==> config.mk <==
export PLATFORM = sky130hd
export DESIGN_NAME = imem_fetch_ctrl
export DESIGN_NICKNAME = d
export VERILOG_FILES = /design/src/rtl/imem_fetch_ctrl.sv
export SDC_FILE = /design/constraint.sdc
export NUM_CORES = 1
export LEC_CHECK = 0
export BUFFER_PORTS_ARGS = -buffer_cell sky130_fd_sc_hd__buf_2
export CAP_MARGIN = 20
export CORE_ASPECT_RATIO = 1.4
export CORE_MARGIN = 5
export CORE_UTILIZATION = 48
export DETAILED_ROUTE_END_ITERATION = 10
export PLACE_DENSITY = 0.86
export SETUP_SLACK_MARGIN = 0.3
export SLEW_MARGIN = 20
export SYNTH_ARGS = -nofsm -noshare
export SYNTH_HDL_FRONTEND = slang
export SYNTH_SLANG_ARGS = --single-unit
==> constraint.sdc <==
create_clock -name clk -period 2.1 [get_ports clk]
set_input_delay 0.105 -clock clk [delete_from_list [all_inputs] [get_ports clk]]
set_output_delay 0.105 -clock clk [all_outputs]
set_load 0.01 [all_outputs]
==> src/rtl/imem_fetch_ctrl.sv <==
// imem_fetch_ctrl: instruction fetch controller for a combinational instruction ROM.
// It walks fetch_pc through the ROM and presents one registered instruction at a time to
// the decoder using a valid/ready handshake. It also handles branch redirects, halt
// requests and restart.
// Optional feature: define IMEM_FETCH_COUNT_EN to add a saturating 16-bit fetch_count
// output that counts accepted instructions.
module imem_fetch_ctrl #(
   parameter int ADDR_W    = 8,
   parameter int DATA_W    = 8,
   parameter int MEM_DEPTH = 32,
   parameter int RESET_PC  = 0
) (
   input  logic              clk,
   input  logic              reset,
   input  logic              start,
   output logic [ADDR_W-1:0] imem_addr,
   input  logic [DATA_W-1:0] imem_data,
   output logic [DATA_W-1:0] instr,
   output logic [ADDR_W-1:0] instr_pc,
   output logic              instr_valid,
   input  logic              instr_ready,
   input  logic              redirect,
   input  logic [ADDR_W-1:0] redirect_addr,
   input  logic              halt_req,
   output logic              running
`ifdef IMEM_FETCH_COUNT_EN
   ,
   output logic [15:0]       fetch_count
`endif
);

   // MEM_DEPTH is a power of two, so "mod MEM_DEPTH" is a mask of the low address bits.
   localparam logic [ADDR_W-1:0] PC_MASK  = ADDR_W'(MEM_DEPTH - 1);
   localparam logic [ADDR_W-1:0] START_PC = ADDR_W'(RESET_PC) & PC_MASK;

   typedef enum logic [1:0] {
      S_IDLE   = 2'd0,
      S_FETCH  = 2'd1,
      S_VALID  = 2'd2,
      S_HALTED = 2'd3
   } state_t;

   state_t            state;
   logic [ADDR_W-1:0] fetch_pc;

   // Sequential ROM address with wrap at the top of the populated range.
   function automatic logic [ADDR_W-1:0] next_pc(input logic [ADDR_W-1:0] a);
      return (a + ADDR_W'(1)) & PC_MASK;
   endfunction

   assign imem_addr = fetch_pc;

   // Fetch FSM. Priority in the active states is halt, then redirect, then the word load.
   always_ff @(posedge clk) begin
      if (reset) begin
         state       <= S_IDLE;
         fetch_pc    <= START_PC;
         instr       <= '0;
         instr_pc    <= '0;
         instr_valid <= 1'b0;
         running     <= 1'b0;
      end else begin
         case (state)
            S_IDLE, S_HALTED: begin
               if (start) begin
                  fetch_pc <= START_PC;
                  state    <= S_FETCH;
                  running  <= 1'b1;
               end
            end
            S_FETCH: begin
               if (halt_req) begin
                  state       <= S_HALTED;
                  instr_valid <= 1'b0;
                  running     <= 1'b0;
               end else if (redirect) begin
                  fetch_pc    <= redirect_addr & PC_MASK;
                  instr_valid <= 1'b0;
               end else begin
                  instr       <= imem_data;
                  instr_pc    <= fetch_pc;
                  fetch_pc    <= next_pc(fetch_pc);
                  state       <= S_VALID;
                  instr_valid <= 1'b1;
               end
            end
            S_VALID: begin
               if (halt_req) begin
                  state       <= S_HALTED;
                  instr_valid <= 1'b0;
                  running     <= 1'b0;
               end else if (redirect) begin
                  // The word in flight is discarded; a coincident handshake is still
                  // accepted by the decoder but nothing new is loaded.
                  fetch_pc    <= redirect_addr & PC_MASK;
                  state       <= S_FETCH;
                  instr_valid <= 1'b0;
               end else if (instr_ready) begin
                  instr    <= imem_data;
                  instr_pc <= fetch_pc;
                  fetch_pc <= next_pc(fetch_pc);
               end
            end
            default: begin
               state       <= S_IDLE;
               instr_valid <= 1'b0;
               running     <= 1'b0;
            end
         endcase
      end
   end

`ifdef IMEM_FETCH_COUNT_EN
   logic handshake;
   assign handshake = (state == S_VALID) && instr_ready && !halt_req;

   // Accepted-instruction counter, saturating; only reset clears it.
   always_ff @(posedge clk) begin
      if (reset) begin
         fetch_count <= '0;
      end else if (handshake && (fetch_count != 16'hFFFF)) begin
         fetch_count <= fetch_count + 16'd1;
      end
   end
`endif

endmodule

Word level (Yosys, flattened, before mapping)

Index checks and enable logic that the tools add are counted.

Add/sub/neg operators: 1
Multipliers: 0
Divide/modulo/power cells: 0
Order comparisons: 0
Equal/unequal tests: 13
Shift operators: 0
Mux-type cells: 33
Bitwise logic cells: 0
Reductions and logical operators: 9

Operators with widths:

| cell                  | count |
|---|---|
| $mux W8               | 15 |
| $pmux W8 S2           | 2 |
| $pmux W8 S3           | 1 |
| $ne A2 B2 Y1 const B  | 6 |
| $mux W2               | 5 |
| $ne A3 B3 Y1 const B  | 3 |
| $mux W1               | 6 |
| $pmux W2 S3           | 1 |
| $reduce_and A6 Y1     | 1 |
| $add A5 B1 Y5 const B | 1 |
| $mux W5               | 1 |
| $eq A2 B2 Y1 const B  | 2 |
| $pmux W1 S2           | 2 |
| $reduce_and A2 Y1     | 2 |
| $reduce_and A4 Y1     | 1 |
| $reduce_or A2 Y1      | 2 |
| $reduce_and A3 Y1     | 1 |
| $eq A2 B1 Y1 const B  | 1 |
| $logic_not A2 Y1      | 1 |
| $ne A2 B1 Y1 const B  | 1 |
| $reduce_bool A2 Y1    | 1 |

Register bits after elaboration: 28
Bits in latches: 0
Bits in writable memories: 0
ROM bits: 0
Bits of input ports: 22
Output and inout bits: 26
Memories: 0

Depth between registers and ports, before layout

Word-level depth: 5
Depth in mapped cells: 7
Depth with buffers taken out: 6

Least setup slack after synthesis

Ideal clock, no wire load.

Path type: reg-to-reg
Start: register state[0]
End: register fetch_pc[3] (netlist: imem_addr[3])
Setup time: 70 ps
Data arrival time: 1,706 ps
Required time: 2,030 ps
Path slack: 324 ps
Cell stages (with the launch flop): 7
Period minus slack after synthesis: 1,776 ps
Cell sequence: dfxtp_1 > inv_1 > ha_1 > nand2b_1 > o311ai_4 > or4_1 > a21oi_1

Longest elaborated chain between the ends: 4
Elaborated cells on any way between the ends: 11
Those cells by class: eq/ne: 7; mux: 1; reduce/logical: 3

RTL lines:

| element                                                 | RTL line | RTL |
|---|---|---|
| start, declared                                         | 43       | `state_t state;` |
| start signal, assigned                                  | 56       | `state <= S_IDLE;` |
| start signal, assigned                                  | 67       | `state <= S_FETCH;` |
| start signal, assigned                                  | 73       | `state <= S_HALTED;` |
| $eq A2 B2 Y1 / $logic_not A2 Y1 (equally long branches) | 63       | `case (state)` |
| $reduce_or A2 Y1                                        | 63       |  |
| $ne A2 B2 Y1 (no line)                                  | --       |  |
| $reduce_and A4 Y1 (no line)                             | --       |  |
| end signal, assigned                                    | 77       | `fetch_pc <= redirect_addr & PC_MASK;` |
| end signal, assigned                                    | 82       | `fetch_pc <= next_pc(fetch_pc);` |
| end signal, assigned                                    | 95       | `fetch_pc <= redirect_addr & PC_MASK;` |
| end, declared                                           | 44       | `logic [ADDR_W-1:0] fetch_pc;` |

Several ways; a longest one is shown, not always the timed one.
A chain may end at the register's enable or synchronous reset.

Final worst setup path

Same ends and word-level chain as after synthesis.

==> qor.txt <==
CTS tree: built
Commonest cells post-synth: 29 x nand2b_1, 22 x dfxtp_1, 19 x mux2i_1
fmax: 580 MHz
Max VDD drop: 436 uV
first-pass GRT wire length: 4190 um
Max Cap Violations: 0
RD Place Congestion: 0.767
Max FO, Critical Path: 7
data required time at the worst endpoint: 2.35 ns
CTS H-tree lvls: 1
setup tns final: 0 ns
Routed Antenna Nets: 0
hold path endpoint: instr[7]$_SDFFE_PP0P_
final hold slack: 0.0439 ns
status: finished, final reports clean
ys async rst share: 0%
area of the multi-input gates: 736 um2
r2r setup slk: 0.38 ns
Slew Viols, Final: 0
hold buffer count at CTS: 0
number of synthesized flops with an enable pin: 0
register area share after synthesis: 36.1%
syn_area_per_cell: 9.11 um2
initial antenna violation count: 0
share of post-route cells with drive strength above 1: 32.8%
cell area power density: 791 nW/um2
routed vias/inst: 4.88
diodes inserted: 0
Filler Cells Inserted: 245
Netlist cell types: 29
# DRC: 0
final net count: 202
detailed-route via count: 1014
hold path startpoint: imem_data[7]
PortBufs: 38
Syn Inst Count: 134
GRT Total Usage: 14.5%
full die area: 3670 um2
GRT overflow: 0
Main synth FF type: dfxtp_1
Critical Path Start Type: register
worst setup slack after layout: 0.375 ns
worst r2r dst: imem_addr[3]$_SDFFE_PP0P_
Place WS: 0.252 ns
Std-Cell Core Area: 2420 um2
Die Span X: 52.6 um
Static Leak: 0.683 nW
row count: 21
Initial DRC Count: 19
Clk pin slew, worst setup/hold paths: 0.13 ns
Setup-failing EPs final: 0
Area Overhead vs Synth: 23.6%
cts bufs inserted: 3
Hold Path Depth: 3
non-filler cells, final: 208
top-area cell type share of the netlist area: 36.1%
Die Y: 69.7 um
CP endpoint kind: register
TritonCTS Sinks: 22
most common cell in the netlist: nand2b_1
dpl hpwl: 1910 um
Register-to-Register Path Depth: 6
clock period minus worst slack: 1.72 ns
Seq cells post-synth: 22
routed len/inst: 12.2 um
Initial Util: 50.5%
YS warnings: 0
Hold Vio Cnt, Final: 0
Area contributors post-synth: dfxtp_1 36%, mux2i_1 16%, nand2b_1 15%
cell area after layout: 1510 um2
# IOs: 48
leading area contributor after synthesis: dfxtp_1
worst-skew pair later-pin latency: 0.31 ns
crit path DAT: 1.98 ns
RSZ-0062 raised after global routing: no
critical setup path kind: register to register
mapped cell area: 1220 um2
Post-Place Cells: 202
largest net degree at the start of global routing: 35
reg2reg start: state[0]$_SDFFE_PP0P_
fin crit share: 82.1%
overall routed net length: 2530 um
Seq. cell area: 443 um2
Post-DP Area: 1420 um2
skew final: 0.00936 ns
Clock Path Buffers: 2
first-pass detailed-route iteration total: 4
HP Class: input port to register
CTS root buffer: clkbuf_4
Setup crit start: state[0]$_SDFFE_PP0P_
vias in the first global route: 984
[what timing repair did]
action,4_1_cts,5_1_grt
gates resized for setup,1,5
setup buffers,2,0
pin swaps,1,1
endpoints found under the setup margin,1,3
[cell usage in the layout (no fill, tap or decap), types with 2 or more instances in the layout]
master,instances
a21oi_1,7
buf_2,38
buf_4,4
clkbuf_4,3
conb_1,6
dfxtp_1,20
dfxtp_2,2
ha_1,4
inv_1,4
mux2i_1,19
nand2_1,6
nand2b_1,28
nor2_1,7
o21ai_0,5
xnor2_1,2
[stage by stage]
step / power, W / utilization (%)
floorplan: 0.000748 / -
global placement: 0.000832 / 58.8
detailed placement: 0.000850 / 58.8
CTS: 0.00118 / 61.6
global route: 0.00127 / 62.4
finish: 0.00119 / 62.4
[layout make-up]
type | count | area share, %
multi-input combinational | 102 | 48.8
sequential | 22 | 29.4
timing repair buffer | 42 | 14.6
tap | 34 | 2.82
clock inverter | 1 | 1.99
clock buffer | 3 | 1.49
inverter | 4 | 0.995
[metal layers]
| layer | global-route usage (%) | part of all wire (%) |
|---|---|---|
| met3 | 2.80 | 8.0 |
| met2 | 26.1 | 49 |
| met4 | 4.26 | 0.99 |
| met5 | 0 | 0 |
| met1 | 16.4 | 42 |
[registers in the layout, summed over array words and instances (netlist names)]
signal       cells
instr_pc         5
instr            8
instr_valid      1
imem_addr        5
running          1
state            2
[cells by family after synthesis]
kind of cell	after synthesis	share of synthesized area, %
AOI/OAI and AO/OA	21	12.0
muxes	19	15.6
buffers and inverters	15	6.66
and+or+nand+nor	49	22.8
DFF	22	36.1
other	1	0.307
adders and majority gates	5	5.12
xor gates and xnor gates	2	1.43
[worst max path at each step]
stage | to | slack [ns]
finish | imem_addr[3]$_SDFFE_PP0P_ | 0.38
global route | state[0]$_SDFFE_PP0P_ | 0.30
CTS | imem_addr[3]$_SDFFE_PP0P_ | 0.32
detailed placement | imem_addr[3]$_SDFFE_PP0P_ | 0.25
global placement | imem_addr[3]$_SDFFE_PP0P_ | 0.35
floorplan | imem_addr[3]$_SDFFE_PP0P_ | 0.32
[critical path, cell delays in order, from the launching register on]
cell      delay [ns]
dfxtp_2         0.36
inv_1           0.07
ha_2            0.23
o21ai_2         0.18
o311ai_4        0.15
or4_4           0.54
a21oi_2         0.15
[where the power goes]
part | leakage, nW | internal, W | switching (W) | total [W]
clock network | 0.0279 | 0.000193 | 0.000128 | 0.000321
logic | 0.476 | 0.000184 | 0.000197 | 0.000381
registers | 0.180 | 0.000460 | 0.0000312 | 0.000491
total | 0.683 | 0.000837 | 0.000357 | 0.00119
(Power assumes the default switching activity.)
